### src/rtl/evr_dc_pkg.sv
// Shared constants for the EVR data channel: FIFO read latency and a small
// population-count helper used to size in-flight reads.
package evr_dc_pkg;

    localparam int FIFO_RD_LATENCY = 2;
    localparam int MAX_RD_LATENCY  = 4;

    function automatic logic [2:0] popcount_lat(input logic [MAX_RD_LATENCY-1:0] bits);
        logic [2:0] n;
        n = 3'd0;
        for (int i = 0; i < MAX_RD_LATENCY; i++) begin
            n = n + {2'b00, bits[i]};
        end
        return n;
    endfunction

endpackage

### src/rtl/stream_buf.sv
// Synchronous circular buffer with a registered head stage: the head register
// drives the stream outputs directly, older-but-not-head words wait in the tail ring.
module stream_buf #(
    parameter int WIDTH = 32,
    parameter int DEPTH = 4
) (
    input  logic                       clk,
    input  logic                       rst,
    input  logic                       push_i,
    input  logic [WIDTH-1:0]           push_data_i,
    input  logic                       pop_i,
    output logic                       head_valid_o,
    output logic [WIDTH-1:0]           head_data_o,
    output logic [$clog2(DEPTH+1)-1:0] count_o
);
    localparam int TAIL_DEPTH = DEPTH - 1;
    localparam int PTR_W      = (TAIL_DEPTH > 1) ? $clog2(TAIL_DEPTH) : 1;
    localparam int TCNT_W     = $clog2(TAIL_DEPTH + 1);
    localparam int CNT_W      = $clog2(DEPTH + 1);

    logic [WIDTH-1:0]  tail_mem_q [TAIL_DEPTH];
    logic [PTR_W-1:0]  tail_rd_q, tail_rd_d;
    logic [PTR_W-1:0]  tail_wr_q, tail_wr_d;
    logic [TCNT_W-1:0] tail_cnt_q, tail_cnt_d;
    logic              head_valid_q, head_valid_d;
    logic [WIDTH-1:0]  head_data_q, head_data_d;
    logic              tail_we_s;
    logic              head_free_s;
    logic              tail_empty_s;
    logic              tail_full_s;

    function automatic logic [PTR_W-1:0] ptr_inc(input logic [PTR_W-1:0] ptr);
        return (ptr == PTR_W'(TAIL_DEPTH - 1)) ? '0 : ptr + PTR_W'(1);
    endfunction

    // Next-state: refill the head from the tail first so words leave in arrival order
    always_comb begin
        head_valid_d = head_valid_q;
        head_data_d  = head_data_q;
        tail_rd_d    = tail_rd_q;
        tail_wr_d    = tail_wr_q;
        tail_cnt_d   = tail_cnt_q;
        tail_we_s    = 1'b0;
        head_free_s  = !head_valid_q || pop_i;
        tail_empty_s = (tail_cnt_q == TCNT_W'(0));
        tail_full_s  = (tail_cnt_q == TCNT_W'(TAIL_DEPTH));
        if (head_free_s) begin
            if (!tail_empty_s) begin
                head_valid_d = 1'b1;
                head_data_d  = tail_mem_q[tail_rd_q];
                tail_rd_d    = ptr_inc(tail_rd_q);
                if (push_i) begin
                    tail_we_s = 1'b1;
                end else begin
                    tail_cnt_d = tail_cnt_q - TCNT_W'(1);
                end
            end else if (push_i) begin
                head_valid_d = 1'b1;
                head_data_d  = push_data_i;
            end else begin
                head_valid_d = 1'b0;
            end
        end else if (push_i && !tail_full_s) begin
            tail_we_s  = 1'b1;
            tail_cnt_d = tail_cnt_q + TCNT_W'(1);
        end else begin
            tail_cnt_d = tail_cnt_q;
        end
        if (tail_we_s) begin
            tail_wr_d = ptr_inc(tail_wr_q);
        end else begin
            tail_wr_d = tail_wr_q;
        end
    end

    // Head and ring-pointer state
    always_ff @(posedge clk) begin
        if (rst) begin
            head_valid_q <= 1'b0;
            head_data_q  <= '0;
            tail_rd_q    <= '0;
            tail_wr_q    <= '0;
            tail_cnt_q   <= '0;
        end else begin
            head_valid_q <= head_valid_d;
            head_data_q  <= head_data_d;
            tail_rd_q    <= tail_rd_d;
            tail_wr_q    <= tail_wr_d;
            tail_cnt_q   <= tail_cnt_d;
        end
    end

    // Ring storage; occupancy is tracked by the counters, so contents need no reset
    always_ff @(posedge clk) begin
        if (tail_we_s) begin
            tail_mem_q[tail_wr_q] <= push_data_i;
        end
    end

    assign head_valid_o = head_valid_q;
    assign head_data_o  = head_data_q;
    assign count_o      = CNT_W'(head_valid_q) + CNT_W'(tail_cnt_q);

endmodule

### src/rtl/fifo_stream_reader.sv
// Read-side drain of the EVR event FIFO: issues reads only when a buffer slot is
// reserved for every word in flight, and presents the words as a valid/ready stream.
module fifo_stream_reader
    import evr_dc_pkg::*;
#(
    parameter int WIDTH      = 32,
    parameter int RD_LATENCY = FIFO_RD_LATENCY
) (
    input  logic                            clk,
    input  logic                            rst,
    input  logic                            fifo_empty,
    input  logic [WIDTH-1:0]                fifo_dout,
    output logic                            fifo_rd_en,
    output logic                            m_valid,
    output logic [WIDTH-1:0]                m_data,
    input  logic                            m_ready,
    output logic [$clog2(RD_LATENCY+3)-1:0] level
);
    localparam int BUF_DEPTH = RD_LATENCY + 2;
    localparam int CNT_W     = $clog2(BUF_DEPTH + 1);

    logic [RD_LATENCY-1:0]     inflight_q, inflight_d;
    logic [RD_LATENCY:0]       shift_s;
    logic [MAX_RD_LATENCY-1:0] inflight_ext_s;
    logic [CNT_W-1:0]          inflight_cnt_s;
    logic [CNT_W-1:0]          occupancy_s;
    logic [CNT_W-1:0]          count_s;
    logic                      land_s;
    logic                      pop_s;
    logic                      rd_en_s;

    // Issue decision: occupancy counts landed words plus reads still in the FIFO pipeline
    always_comb begin
        inflight_ext_s = MAX_RD_LATENCY'(inflight_q);
        inflight_cnt_s = CNT_W'(popcount_lat(inflight_ext_s));
        occupancy_s    = count_s + inflight_cnt_s;
        rd_en_s        = !rst && !fifo_empty && (occupancy_s < CNT_W'(BUF_DEPTH));
        shift_s        = {inflight_q, rd_en_s};
        inflight_d     = shift_s[RD_LATENCY-1:0];
    end

    // In-flight tracker: a bit reaching the top marks fifo_dout as valid this cycle
    always_ff @(posedge clk) begin
        if (rst) begin
            inflight_q <= '0;
        end else begin
            inflight_q <= inflight_d;
        end
    end

    assign land_s = inflight_q[RD_LATENCY-1];
    assign pop_s  = m_valid && m_ready;

    stream_buf #(
        .WIDTH (WIDTH),
        .DEPTH (BUF_DEPTH)
    ) u_buf (
        .clk          (clk),
        .rst          (rst),
        .push_i       (land_s),
        .push_data_i  (fifo_dout),
        .pop_i        (pop_s),
        .head_valid_o (m_valid),
        .head_data_o  (m_data),
        .count_o      (count_s)
    );

    assign fifo_rd_en = rd_en_s;
    assign level      = count_s;

endmodule

### config.mk
export PLATFORM = sky130hd
export DESIGN_NAME = fifo_stream_reader
export DESIGN_NICKNAME = d
export VERILOG_FILES = /design/src/rtl/evr_dc_pkg.sv /design/src/rtl/stream_buf.sv /design/src/rtl/fifo_stream_reader.sv
export SDC_FILE = /design/constraint.sdc
export NUM_CORES = 1
export LEC_CHECK = 0
export BUFFER_PORTS_ARGS = -buffer_cell sky130_fd_sc_hd__buf_2
export CAP_MARGIN = 20
export CORE_UTILIZATION = 57
export DETAILED_ROUTE_END_ITERATION = 6
export GPL_TIMING_DRIVEN = 0
export PLACE_DENSITY = 0.79
export SKIP_CTS_REPAIR_TIMING = 1
export SYNTH_ARGS = -nofsm -noshare
export SYNTH_HDL_FRONTEND = slang
export SYNTH_SLANG_ARGS = --single-unit
### constraint.sdc
create_clock -name clk -period 5.1 [get_ports clk]
set_input_delay 1.02 -clock clk [delete_from_list [all_inputs] [get_ports clk]]
set_output_delay 1.02 -clock clk [all_outputs]
set_load 0.01 [all_outputs]
# After elaboration in Yosys (flattened, before gate mapping)
# Memories as Yosys holds them, arrays and structs flattened. A register that Yosys moved wholly into a read port is not among the register bits.
# Index checks and enable logic that the tools add are counted.
[word_totals]
out_inout_bits = 37
mem_bits_rw = 96
n_memories = 1
register_bits = 41
wordCells = 53
[classes]
bitwise_logic = 1
n_mux = 17
n_reduce_logical = 14
eq_ne = 6
magnitude_cmp = 1
add_sub_neg = 7
[memory_table]
columns = ["memory", "depth", "word_bits", "read_ports", "rd_ports_with_merged_regs", "wr", "line_no", "text"]
rows = [
  ["u_buf.tail_mem_q", 3, 32, 1, 1, 1, "stream_buf.sv:21", "logic [WIDTH-1:0] tail_mem_q [TAIL_DEPTH];"],
]
[ops]
columns = ["operator", "n"]
rows = [
  ["32-bit 2-to-1 mux", 2],
  ["2-bit 2-to-1 mux", 8],
  ["1-bit 2-to-1 mux", 7],
  ["2-bit by 1-bit adder with 2-bit output, second input constant", 3],
  ["2-bit equality test, second input constant", 3],
  ["2-bit != test, second input constant", 3],
  ["1-bit logical AND", 4],
  ["1-bit logical NOT", 4],
  ["2-bit AND reduction", 2],
  ["1-bit by 2-bit adder with 3-bit output", 1],
  ["3-bit by 2-bit adder with 3-bit output", 1],
  ["3-bit less-than comparator, second input constant", 1],
  ["3-bit AND reduction", 1],
  ["1-bit by 1-bit adder with 2-bit output", 1],
  ["2-bit logical NOT", 1],
  ["2-bit nonzero test", 1],
  ["2-bit by 1-bit subtractor with 2-bit output, second input constant", 1],
  ["1-bit logical OR", 1],
  ["1-bit inverter", 1],
]

# Logic depth before layout (Yosys ltp)
[logic_depth]
depth_word = 7
mapped_depth = 6

# Cells and area by module
# Synthesis repeated with hierarchy kept, for this count alone.
[unflattened]
hier_cells = 401
area_unflattened_um2 = 5536.6
[modules_own_cells]
columns = ["mod", "cells_each", "area_each_um2", "seq_area_each_um2", "instances"]
rows = [
  ["stream_buf", 390, 5437.7, 3703.6, 1],
  ["fifo_stream_reader", 11, 98.8, 40.0, 1],
]

# Worst setup path before layout
# No wires, ideal clock.
[synth_timing]
kind = "input to register"
start = "input m_ready"
end = "memory u_buf.tail_mem_q[2][0], enable pin"
stages = 5
setup_ns = 0.468
t_required_ns = 4.632
n_path_buf = 2
setup_slack_ns = 0.565
arrival_ns = 4.067
cell_sequence = "nor2b_4 -> buf_6 -> buf_2 -> o211ai_1 -> nor3b_1"
[synth_via]
elab_chain_cells = 5
[synth_lines]
columns = ["element", "line_no", "text"]
rows = [
  ["start: declaration", "fifo_stream_reader.sv:16", "input logic m_ready,"],
  ["1-bit logical AND", "fifo_stream_reader.sv:52", "assign pop_s = m_valid && m_ready;"],
  ["1-bit logical OR", "stream_buf.sv:44", "head_free_s = !head_valid_q || pop_i;"],
  ["1-bit 2-to-1 mux", "stream_buf.sv:47", "if (head_free_s) begin"],
  ["1-bit 2-to-1 mux", "stream_buf.sv:95", "if (tail_we_s) begin"],
  ["1-bit 2-to-1 mux (not written as such)", "stream_buf.sv:96", "tail_mem_q[tail_wr_q] <= push_data_i;"],
  ["end: declaration", "stream_buf.sv:21", ""],
]
# Every way passes these cells.

# Final worst setup path
[layout_timing]
start = "register u_buf.head_valid_q (netlist: u_buf.head_valid_o)"
end = "output fifo_rd_en"
[layout_via]
elab_chain_cells = 4
[layout_lines]
columns = ["element", "line_no", "text"]
rows = [
  ["start: declaration", "stream_buf.sv:25", "logic head_valid_q, head_valid_d;"],
  ["start signal: assignment", "stream_buf.sv:85", "head_valid_q <= head_valid_d;"],
  ["1-bit by 2-bit adder with 3-bit output", "stream_buf.sv:102", "assign count_o = CNT_W'(head_valid_q) + CNT_W'(tail_cnt_q);"],
  ["3-bit by 2-bit adder with 3-bit output", "fifo_stream_reader.sv:36", "occupancy_s = count_s + inflight_cnt_s;"],
  ["3-bit less-than comparator", "fifo_stream_reader.sv:37", "rd_en_s = !rst && !fifo_empty && (occupancy_s < CNT_W'(BUF_DEPTH));"],
  ["1-bit logical AND", "fifo_stream_reader.sv:37", ""],
  ["end: declaration", "fifo_stream_reader.sv:13", "output logic fifo_rd_en,"],
]
# Every way passes these cells.

==> flow_summary.yaml <==
logic_synthesis:
  postSynthNetCount: 438
  synthTopCellsByCount: "edfxtp_1, dfxtp_1, mux2i_1, a32o_1, nand2_1"
  synth_fa_ha_area_share_pct: 0.669
  yosysTopAreaCellShare_pct: 51.4
  syn-cell-area_um2: 5610
  synth-simple-area-share_pct: 8.05
  synthMuxAreaShare_pct: 6.29
  synth_ff_type: "edfxtp_1"
  seq_area_frac_synth_pct: 66.7
  synth-seq-cells: 139
  synth_cells: 399
  synthTopCellsByArea: "edfxtp_1, dfxtp_1, mux2i_1, a32o_1, a31oi_1"
  synth-warning-count: 0
  ys_types: 42
  synth-compound-area-share_pct: 13.6
  synth-async-reset-ratio_pct: 0
  synth_top_family_by_area: "compound AO/OA/AOI/OAI gates"
  yosys.area.top_type: "edfxtp_1"
  avgSynthCellArea_um2: 14.1
  yosysMostFrequentCell: "edfxtp_1"
  synthXorXnorAreaFrac_pct: 0
  synth_edf_count: 96
cells_and_area:
  antenna_cells: 0
  fin_area_um2: 6850
  drive_above_1_share_pct: 29.9
  nets: 538
  fin_util_pct: 73.1
  area_delta_synth_final_pct: 22.1
power_and_ir_drop:
  power_density_nw_per_um2: 371
  leakage_nw: 2.54
  ir_worst_vdd_mv: 0.245
  power.total_mw: 2.54
sta:
  finalClockSkew_ps: 6.65
  setup_ws_ps: 1880
  max_freq_mhz: 311
  layout_min_cycle_time_ps: 3220
  setup_violations: 0
  rsz0062_at_grt: "no"
  hold_ws_ps: 461
  max-slew-margin-rel_pct: 45.3
  fin_crit_sh_pct: 63.1
  hold_viol: 0
  slew_violations: 0
  tightestPinTransition_ps: 818
grt:
  grt_pass1_vias: 3946
  grt_util_all_layers_pct: 27.8
  grt_pass1_wl_um: 20600
  antenna_found_initial: 0
  grt_overflow_total: 0
  grt_max_degree: 17
flow_run:
  cap_viol_max_count: 0
placed_design:
  io_buffers: 72
  gp_congestion: 0.817
  place_area_um2: 6260
  hpwlAfterDp_um: 8470
  pre_cts_slack_ps: 1700
floorplan:
  die_area_um2: 10200
  fp.dieH_um: 101
  io_pins: 73
  fp-row-count: 35
  core_um2: 9370
  start_util_pct: 59.9
  die_w_um: 101
detailed_routing:
  first_iter_violations: 332
  avgRoutedWirePerCell_um: 20.6
  dr_total_vias: 3975
  ant_nets: 0
  drc: 0
  viasPerCell: 6.20
  wirelength_um: 13200
  drt-pass1-iter-count: 5
setup_path:
  crit_type: "flip-flop to output pin"
  path_max_fanout: 5
  rrSetupSlack_ps: 2040
  crit_slowest_cell: "dfxtp_1"
  cp_num_buf_inv: 1
  worst_r2r_endpoint: "u_buf.tail_mem_q[1][11]$_DFFE_PP_"
  rr_worst_depth: 7
  cpPeakStageDelay_ps: 440
  arrival_ps: 2200
  end_kind: "output pin"
  r2r-start: "u_buf.tail_cnt_q[0]$_SDFFE_PP0P_"
  startpoint_type: "flip-flop"
  crit_path_start: "u_buf.head_valid_o$_SDFFE_PP0N_"
  crit_required_ps: 4080
  crit_top_cell: "ha_1"
  path_cells: "ha_1 > ha_1 > a21o_1 > nand3b_1 > nor4b_1 > buf_2"
  path_delay_family: "adder cells"
clocking:
  numCtsBuffers: 17
  cts.sinks: 139
  clockRootBuffer: "clkbuf_8"
  clockBufferDepth: 2
  h-tree-depth: 4
  cts.reportedPaths.clkPinSlew_ps: 60
  clk_latency_ps: 530
  cts_tree: "yes"
hold_path:
  hold_path_startpoint: "u_buf.head_data_o[28]$_SDFFE_PP0P_"
  min_path_cells: 1
  hold_class: "flip-flop to flip-flop"
  worstHoldEndpoint: "u_buf.head_data_o[28]$_SDFFE_PP0P_"
status:
  status: "complete, no violations"
-- cell usage in the layout, fill, tap and decap left out, drive strengths merged, types with 3 or more instances in the layout --
master      n
a2111oi    10
a21o       11
a21oi       5
a221o       3
a31oi      18
a32o       28
and4        3
buf       101
clkbuf     32
clkinvlp    5
dfxtp      43
edfxtp     96
ha          3
inv        22
mux2i      33
nand2      22
nand3b      3
nor2b       3
nor3       23
nor3b       4
o211ai      4
o21ai       9
or2        11
-- cell type report --
| class | count | area [µm²] |
|---|---|---|
| sequential | 139 | 3740 |
| fill | 643 | 2520 |
| multi-input combinational | 209 | 1620 |
| timing repair buffer | 81 | 469 |
| clock buffer | 20 | 455 |
| buffer | 32 | 189 |
| tap | 129 | 161 |
| clock inverter | 12 | 138 |
| inverter | 19 | 71.3 |
-- worst register-to-register path: cells and delay by family, from the launching register on --
| kind | cells | cell delay [ps] |
|---|---|---|
| AOI/OAI and AO/OA | 1 | 280 |
| buffers and inverters | 4 | 1200 |
| DFF | 1 | 420 |
| and+or+nand+nor | 2 | 860 |
-- metrics by stage --
stage                     setup TNS, ps  std cells
after floorplan                       0        399
after global placement          -118980        600
after CTS                             0        641
after detailed placement              0        609
after global routing                  0        641
final                                 0        641
-- state kept, by name (all words and copies together) (netlist names), named ones only --
name and count:
u_buf.tail_rd_q 2, u_buf.head_valid_o 1, u_buf.head_data_o 32, u_buf.tail_mem_q 96, u_buf.tail_wr_q 2, u_buf.tail_cnt_q 2, inflight_q 2
-- metal layers --
layer  global-route usage (%)  routed length, µm  vias up
met3                     6.90               1100       35
met4                     12.4                302        0
met5                        0                  0        -
li1                         -                  -     1759
met2                     45.9               6630      227
met1                     34.9               5160     1954
-- power by group --
part	total (mW)	switching [mW]	internal, mW	leakage, nW
Sequential	1.22	0.00625	1.22	1.21
Clock	1.22	0.483	0.739	0.277
Combinational	0.0951	0.0566	0.0385	1.05
Total	2.54	0.546	1.99	2.54
-- worst max-delay path by stage --
stage	to	depth (start not counted)
2_1_floorplan	u_buf.tail_mem_q[2][0]$_DFFE_PP_	5
4_1_cts	fifo_rd_en	6
5_1_grt	fifo_rd_en	6
3_5_place_dp	u_buf.tail_mem_q[1][9]$_DFFE_PP_	8
3_3_place_gp	u_buf.tail_mem_q[1][10]$_DFFE_PP_	6
6_report	fifo_rd_en	6
-- logic make-up after synthesis --
logic type               after synthesis
multiplexers                          35
AND/OR/NAND/NOR                       79
adder cells (fa/ha/maj)                3
AO/OA/AOI/OAI                         92
buffers and inverters                 51
flip-flops                           139
Power figures use the tool's default switching activity.
